<file path="src/rtl/ula_pkg.sv">
// Shared definitions for the ULA port-FE block: read-data bit positions,
// default port decode and the layout of the byte written to port FE.
package ula_pkg;

    localparam int KEY_LSB    = 0;
    localparam int EAR_IN_BIT = 6;

    localparam logic [15:0] DEFAULT_PORT_MASK  = 16'h0001;
    localparam logic [15:0] DEFAULT_PORT_MATCH = 16'h0000;

    typedef struct packed {
        logic [2:0] unused;
        logic       ear;
        logic       mic;
        logic [2:0] border;
    } port_fe_t;

endpackage

</file>
<file path="src/rtl/ula_port_io_if.sv">
// CPU-side I/O bus seen by the ULA port block: address, write data, write
// strobe and the combinational read data returned for port FE.
interface ula_port_io_if;

    logic [15:0] A;
    logic [7:0]  D;
    logic        io_we;
    logic [7:0]  ula_data;

    modport master (output A, D, io_we, input ula_data);
    modport slave  (input A, D, io_we, output ula_data);

endinterface

</file>
<file path="src/rtl/sigma_delta_dac.sv">
// First-order 1-bit sigma-delta modulator: the density of ones on bit_out
// equals sample / 2^DAC_W.
module sigma_delta_dac #(
    parameter int DAC_W = 8
) (
    input  logic             clk_cpu,
    input  logic             nreset,
    input  logic [DAC_W-1:0] sample,
    output logic             bit_out
);

    // The accumulator carry is held in bit_out, so only the low bits are stored.
    logic [DAC_W-1:0] acc;
    logic [DAC_W:0]   acc_sum;

    assign acc_sum = {1'b0, acc} + {1'b0, sample};

    always_ff @(posedge clk_cpu) begin
        if (!nreset) begin
            acc     <= '0;
            bit_out <= 1'b0;
        end else begin
            acc     <= acc_sum[DAC_W-1:0];
            bit_out <= acc_sum[DAC_W];
        end
    end

endmodule

</file>
<file path="src/rtl/ula_port_io.sv">
// ULA port-FE block: port decode and read mux, border/EAR/MIC latch, filtered
// tape input, sigma-delta audio mix and beeper activity LED.
module ula_port_io
    import ula_pkg::*;
#(
    parameter logic [15:0] PORT_MASK   = DEFAULT_PORT_MASK,
    parameter logic [15:0] PORT_MATCH  = DEFAULT_PORT_MATCH,
    parameter int          FILT_LEN    = 4,
    parameter int          DAC_W       = 8,
    parameter int          EAR_WEIGHT  = 128,
    parameter int          MIC_WEIGHT  = 32,
    parameter int          TAPE_WEIGHT = 64,
    parameter int          LED_DIV_W   = 7,
    parameter int          ISSUE       = 3
) (
    input  logic         clk_cpu,
    input  logic         nreset,
    ula_port_io_if.slave bus,
    input  logic [4:0]   key_row,
    input  logic         AUD_IN,
    output logic [2:0]   border,
    output logic         ear,
    output logic         mic,
    output logic         tape_in,
    output logic         tape_edge,
    output logic         AUD_OUT,
    output logic         beeper
);

    localparam int               CNT_W    = (FILT_LEN > 1) ? $clog2(FILT_LEN) : 1;
    localparam logic [CNT_W-1:0] CNT_LAST = CNT_W'(FILT_LEN - 1);
    localparam logic [DAC_W+1:0] EAR_W    = (DAC_W + 2)'(EAR_WEIGHT);
    localparam logic [DAC_W+1:0] MIC_W    = (DAC_W + 2)'(MIC_WEIGHT);
    localparam logic [DAC_W+1:0] TAPE_W   = (DAC_W + 2)'(TAPE_WEIGHT);

    function automatic logic [DAC_W-1:0] sat_sample(input logic [DAC_W+1:0] s);
        return (s[DAC_W+1:DAC_W] != 2'b00) ? {DAC_W{1'b1}} : s[DAC_W-1:0];
    endfunction

    logic       port_hit;
    port_fe_t   fe;
    logic [2:0] fe_unused;
    logic       ear_in;

    assign port_hit  = ((bus.A & PORT_MASK) == PORT_MATCH);
    assign fe        = port_fe_t'(bus.D);
    assign fe_unused = fe.unused;

    // Issue 2 boards also leak MIC onto the EAR input bit.
    always_comb begin
        ear_in = tape_in | ear;
        if (ISSUE == 2) begin
            ear_in = ear_in | mic;
        end
        bus.ula_data = 8'hFF;
        if (port_hit) begin
            bus.ula_data[EAR_IN_BIT]   = ear_in;
            bus.ula_data[KEY_LSB +: 5] = key_row;
        end
    end

    always_ff @(posedge clk_cpu) begin
        if (!nreset) begin
            border <= 3'd0;
            ear    <= 1'b0;
            mic    <= 1'b0;
        end else if (bus.io_we && port_hit) begin
            border <= fe.border;
            mic    <= fe.mic;
            ear    <= fe.ear;
        end
    end

    logic             tape_sync_p0;
    logic             tape_sync_p1;
    logic [CNT_W-1:0] filt_cnt;

    // Tape level only follows the synchronised input once it has disagreed for FILT_LEN cycles in a row.
    always_ff @(posedge clk_cpu) begin
        if (!nreset) begin
            tape_sync_p0 <= 1'b0;
            tape_sync_p1 <= 1'b0;
            filt_cnt     <= '0;
            tape_in      <= 1'b0;
            tape_edge    <= 1'b0;
        end else begin
            tape_sync_p0 <= AUD_IN;
            tape_sync_p1 <= tape_sync_p0;
            tape_edge    <= 1'b0;
            if (tape_sync_p1 != tape_in) begin
                if (filt_cnt == CNT_LAST) begin
                    tape_in   <= tape_sync_p1;
                    filt_cnt  <= '0;
                    tape_edge <= 1'b1;
                end else begin
                    filt_cnt <= filt_cnt + CNT_W'(1);
                end
            end else begin
                filt_cnt <= '0;
            end
        end
    end

    logic [DAC_W+1:0] mix_sum;

    assign mix_sum = (ear     ? EAR_W  : '0)
                   + (mic     ? MIC_W  : '0)
                   + (tape_in ? TAPE_W : '0);

    sigma_delta_dac #(
        .DAC_W(DAC_W)
    ) u_dac (
        .clk_cpu (clk_cpu),
        .nreset  (nreset),
        .sample  (sat_sample(mix_sum)),
        .bit_out (AUD_OUT)
    );

    logic                 ear_prev;
    logic [LED_DIV_W-1:0] led_cnt;

    // Counter starts at all ones, so the first toggle lands on the 2^LED_DIV_W-th EAR rise.
    always_ff @(posedge clk_cpu) begin
        if (!nreset) begin
            ear_prev <= 1'b0;
            led_cnt  <= '1;
            beeper   <= 1'b0;
        end else begin
            ear_prev <= ear;
            if (ear && !ear_prev) begin
                if (led_cnt == '0) begin
                    beeper <= ~beeper;
                end
                led_cnt <= led_cnt - LED_DIV_W'(1);
            end
        end
    end

endmodule

</file>
<file path="src/flat_wrapper.sv">
// flat-port wrapper written by rule: the top's interface ports become plain ports
module ula_port_io_flat import ula_pkg::*;
#(
    parameter logic [15:0] PORT_MASK   = DEFAULT_PORT_MASK,
    parameter logic [15:0] PORT_MATCH  = DEFAULT_PORT_MATCH,
    parameter int          FILT_LEN    = 4,
    parameter int          DAC_W       = 8,
    parameter int          EAR_WEIGHT  = 128,
    parameter int          MIC_WEIGHT  = 32,
    parameter int          TAPE_WEIGHT = 64,
    parameter int          LED_DIV_W   = 7,
    parameter int          ISSUE       = 3
)
  (clk_cpu, nreset, key_row, AUD_IN, border, ear, mic, tape_in, tape_edge, AUD_OUT, beeper, bus_A, bus_D, bus_io_we, bus_ula_data);
  ula_port_io_if bus_i ();
  input  logic clk_cpu;
  input  logic nreset;
  input  logic [4:0] key_row;
  input  logic AUD_IN;
  output logic [2:0] border;
  output logic ear;
  output logic mic;
  output logic tape_in;
  output logic tape_edge;
  output logic AUD_OUT;
  output logic beeper;
  input wire logic [$bits(bus_i.A)-1:0] bus_A;
  input wire logic [$bits(bus_i.D)-1:0] bus_D;
  input wire logic [$bits(bus_i.io_we)-1:0] bus_io_we;
  output wire logic [$bits(bus_i.ula_data)-1:0] bus_ula_data;
  assign bus_i.A = bus_A;
  assign bus_i.D = bus_D;
  assign bus_i.io_we = bus_io_we;
  assign bus_ula_data = bus_i.ula_data;
  ula_port_io #(.PORT_MASK(PORT_MASK), .PORT_MATCH(PORT_MATCH), .FILT_LEN(FILT_LEN), .DAC_W(DAC_W), .EAR_WEIGHT(EAR_WEIGHT), .MIC_WEIGHT(MIC_WEIGHT), .TAPE_WEIGHT(TAPE_WEIGHT), .LED_DIV_W(LED_DIV_W), .ISSUE(ISSUE)) u_core (.clk_cpu(clk_cpu), .nreset(nreset), .bus(bus_i), .key_row(key_row), .AUD_IN(AUD_IN), .border(border), .ear(ear), .mic(mic), .tape_in(tape_in), .tape_edge(tape_edge), .AUD_OUT(AUD_OUT), .beeper(beeper));
endmodule
</file>
<file path="config.mk">
export PLATFORM = sky130hd
export DESIGN_NAME = ula_port_io_flat
export DESIGN_NICKNAME = d
export VERILOG_FILES = /design/src/rtl/ula_pkg.sv /design/src/rtl/ula_port_io_if.sv /design/src/rtl/sigma_delta_dac.sv /design/src/rtl/ula_port_io.sv /design/src/flat_wrapper.sv
export SDC_FILE = /design/constraint.sdc
export NUM_CORES = 1
export LEC_CHECK = 0
export BUFFER_PORTS_ARGS = -buffer_cell sky130_fd_sc_hd__buf_2
export CORE_UTILIZATION = 48
export DETAILED_ROUTE_END_ITERATION = 10
export PLACE_DENSITY = 0.93
export SETUP_SLACK_MARGIN = 0.02
export SLEW_MARGIN = 20
export SYNTH_ARGS = -nofsm -noshare
export SYNTH_HDL_FRONTEND = slang
export SYNTH_SLANG_ARGS = --single-unit
</file>
<file path="constraint.sdc">
create_clock -name clk_cpu -period 2.8 [get_ports clk_cpu]
set_input_delay 0.14 -clock clk_cpu [delete_from_list [all_inputs] [get_ports clk_cpu]]
set_output_delay 0.14 -clock clk_cpu [all_outputs]
set_load 0.01 [all_outputs]
</file>
### Word level (Yosys, flattened, before mapping)

Index checks and enable logic that the tools add are counted.

| operators by class | value |
|---|---|
| add/subtract/negate cells | 5 |
| eq/ne operators | 2 |
| reduce and logical (&&, ||, !) cells | 10 |
| bitwise gates (word level) | 4 |
| mux-type cells | 7 |

Operators by type and width:

| cell | count |
|---|---|
| 10-bit adder | 2 |
| 16-bit logical NOT | 1 |
| 8-bit 2-to-1 mux | 2 |
| 8-bit by 8-bit adder with 9-bit output | 1 |
| 7-bit logical NOT | 1 |
| 7-bit 2-to-1 mux | 1 |
| 7-bit by 1-bit subtractor with 7-bit output, second input constant | 1 |
| 6-bit 2-to-1 mux | 1 |
| 2-bit AND reduction | 3 |
| 5-bit 2-to-1 mux | 1 |
| 1-bit NOT | 3 |
| 3-bit OR reduction | 1 |
| 2-bit by 1-bit adder with 2-bit output, second input constant | 1 |
| 2-bit equality test, second input constant | 1 |
| 1-bit logical AND | 2 |
| 1-bit 2-to-1 mux | 2 |
| 2-bit nonzero test | 1 |
| 1-bit logical NOT | 1 |
| 1-bit inequality test | 1 |
| 1-bit OR | 1 |

| storage, ports and cells | value |
|---|---|
| input port bits | 33 |
| bits in registers | 29 |
| logic and storage cells | 41 |
| output and inout bits | 17 |

### Longest topological paths before layout

| depth | value |
|---|---|
| depth in word-level cells | 6 |
| mapped depth | 5 |
| mapped depth without buffers | 5 |

### Cells and area by module

Synthesis repeated with hierarchy kept, for this count alone.

| unflattened totals | value |
|---|---|
| cells, all modules | 149 |
| area total of the unflattened synthesis | 1441.4 sq um |

Modules (own cells, without submodules):

| module | sequential area each (sq um) | instances | cells each | area an instance (sq um) |
|---|---|---|---|---|
| ula_port_io | 400.4 | 1 | 89 | 868.3 |
| sigma_delta_dac | 180.2 | 1 | 60 | 573.0 |

### Worst setup path before layout

No wires, ideal clock.

| path | value |
|---|---|
| kind | register to register |
| start point | register u_core.ear |
| end point | register u_core.beeper |
| library setup time | 0.072 ns |
| buffers on the path | 0 |
| path slack | 1.440 ns |
| stages on the path, launching flop included | 4 |
| data required time | 2.728 ns |
| data arrival time | 1.288 ns |
| period minus slack after synthesis | 1.360 ns |
| cell sequence | dfxtp_1 or4b_4 nor4_4 mux2i_1 |

| on the way | value |
|---|---|
| word-level cells in the longest chain between the ends | 2 |

Ends and longest elaborated chain:

| item | line | RTL |
|---|---|---|
| from (decl) | ula_port_io.sv:22 | `output logic ear,` |
| from (signal assigned) | ula_port_io.sv:70 | `ear <= fe.ear;` |
| 1-bit logical AND | ula_port_io.sv:130 | `if (ear && !ear_prev) begin` |
| 2-bit AND reduction (no source line) | n/a |  |
| to (signal assigned) | ula_port_io.sv:132 | `beeper <= ~beeper;` |
| to (decl) | ula_port_io.sv:27 | `output logic beeper` |

No other way between the ends.
A chain may end at the register's enable or synchronous reset.

### Worst setup path after layout

Same ends and word-level chain as after synthesis.

==> metrics.txt <==
die width 48.52 um; initial drt markers 10; Most used DFF post-synth dfxtp_1; CTS H-tree lvls 1; final WL 1762 um; ranking of synthesized cells by area dfxtp_1 46%, mux2i_1 6.7%, ha_1 6.0%, nor2b_1 5.4%, and2_1 3.0%; CP Launch Type flop; Peak VDD IR approximately 370 uV; Post-CTS Resized 0; met1 Use GR 18.49%; r2r setup slk 1.33 ns; Post-synth EDFFs 0; Hold-fix buffers, CTS 0; CTS tree done; Die Height between 40 and 50 um; total power 0.5876 mW; global-route wire length before repair approximately 3000 um; Pwr Density 478.8 nW/um^2; nets@finish 170; HPWL Detailed 1371 um; worst-path cell chain or4b_4, nor4_4, mux2i_1; area delta synth->final 18.19%; die area between 2000 and 2500 sq um; post-synth design cell area 1038 sq um; GRT overflow 0; Initial Util between 50% and 60%; Overall Global Routing Usage between 10% and 20%; Critical path origin u_core.ear$_SDFFE_PN0P_; PortBufs 29; Finished Core Util between 60% and 70%; Slew headroom 64.30%; clk_skew 0.006125 ns; FF+latch count, synth 24; drt wl/cell 11.22 um; ratio of cells with drive above 1 in the final layout 30.77%; most frequent cell after synthesis dfxtp_1; Worst-Margin Slew about 0.53 ns; postcts setup bufs 0; Slowest cell on crit path or4b_4; clock slew at reported path FFs 0.12 ns; period utilisation layout 52.66%; Synth top cells by count 24 x dfxtp_1, 9 x nor2b_1, 7 x mux2i_1, 6 x inv_1; initial antenna violation count 0; final std cells w/o fill 157; setup violation total in the final timing report 0; cell taking the most area after synthesis dfxtp_1; via/cell ratio 4.783; WS Path Type flop to flop; CP arrival ~1.7 ns; TritonRoute pass-1 iters 3; leakage power 0.5676 nW; remaining routing DRC violations 0; post-synthesis instance total approximately 100; FP Rows 16; RSZ-0062 raised after global routing no; final antenna-violating net count 0; post-synth cell types 30; placer congestion estimate 0.6781; Final min period 1.475 ns; Hold Crit Start AUD_IN; GR Util met3 roughly 4.7%; worst flop-to-flop path startpoint u_core.ear$_SDFFE_PN0P_; Yosys warnings 0; I/O pin count 50; Synth top area share 46.27%; root buffer cell clkbuf_4; vias around 750; number of global-route vias before repair 754; grt peak-use layer met2; # diodes 0; required time worst endpoint 3.05 ns; CP max stage delay roughly 0.54 ns; Slew Limit Fails 0; worst hold path type primary input to flop; nature of the critical path endpoint flop; Filler cells 179; FFs w/ async S/R, synth 0%; CTS Sinks 24; Num CTS Buffers 3; CTS Buffer Depth 2; Max Cap Viol 0; setup_tns 0 ns; largest net degree at the start of global routing 25; FMAX between 600 and 700 MHz; met2 Use GR 30.28%; Core Footprint approximately 2000 sq um; run status complete, no violations; placed cell count roughly 150; Hold Vio Cnt, Final 0; sequential area share after synthesis about 46%; average cell area after synthesis 10.18 sq um; Critical Path Fanout Max 7; worst skew pair latency 0.30 ns
cell usage in the layout (no fill, tap or decap), types with 3 or more instances in the layout:
cell	n
inv_1	6
dfxtp_1	24
ha_1	5
nand3b_1	3
mux2i_1	7
o21ai_0	3
buf_2	29
nand2_1	4
or2_2	5
nor2b_1	9
and2_1	5
clkbuf_4	3
nor3_1	3
power breakdown:
part / leakage (nW) / internal [mW] / switching [mW] / total (mW)
combinational: 0.351 / 0.0289 / 0.0278 / 0.0566
sequential: 0.195 / 0.351 / 0.00530 / 0.356
clock: 0.0210 / 0.0793 / 0.0953 / 0.175
total: 0.568 / 0.459 / 0.128 / 0.588
cells by family after synthesis:
group           after synthesis  synth area share, %
simple gates                 40                25.54
buf+inv                      12                5.059
mux                           7                6.747
flops                        24                46.26
compound gates                9                5.541
other cells                   1               0.3611
xor+xnor                      3                2.531
fa+ha+maj                     6                7.952
path summary, 6_finish.rpt:
kind / to / depth (start not counted)
max: u_core.beeper$_SDFFE_PN0P_ / 3
min reg2reg: u_core.filt_cnt[0]$_SDFF_PP0_ / 1
max reg2reg: u_core.beeper$_SDFFE_PN0P_ / 3
min: u_core.tape_sync_p0$_SDFF_PN0_ / 2
critical path: cells and delay by family, from the launching register on:
family        cells  cell delay (ns)
simple gates      2             0.73
flops             1             0.48
mux               1             0.21
per-layer routing:
metal	wire [um]	up-vias	share of wire [%]
met5	0	-	0
li1	-	392	-
met2	950	14	54
met3	60	2	3.4
met4	17	0	0.96
met1	733	343	42
registers in the layout, summed over array words and instances (netlist names):
signal / flops
u_core.ear_prev: 1
u_core.ear: 1
u_core.u_dac.bit_out: 1
u_core.tape_in: 1
u_core.mic: 1
u_core.filt_cnt: 2
u_core.border: 3
u_core.led_cnt: 7
u_core.tape_edge: 1
u_core.tape_sync_p0: 1
u_core.u_dac.acc: 3
u_core.beeper: 1
u_core.tape_sync_p1: 1
metrics by stage:
stage	instance area, sq um	hold WS [ns]	setup slack, ns
2_1_floorplan	1042	0.2673	1.440
3_3_place_gp	1191	0.3516	1.388
3_5_place_dp	1191	0.3499	1.332
4_1_cts	1227	0.02213	1.306
5_1_grt	1227	0.03078	1.237
6_report	1227	0.03350	1.325
final cells by class:
type,instances,area [sq um],share of cell area (%)
clock buffer,4,36.28,2.956
inverter,6,22.52,1.835
timing repair buffer,29,145.1,11.82
multi-input combinational,67,509.2,41.49
sequential,24,480.5,39.14
tap,27,33.78,2.752
Power figures use the tool's default switching activity.
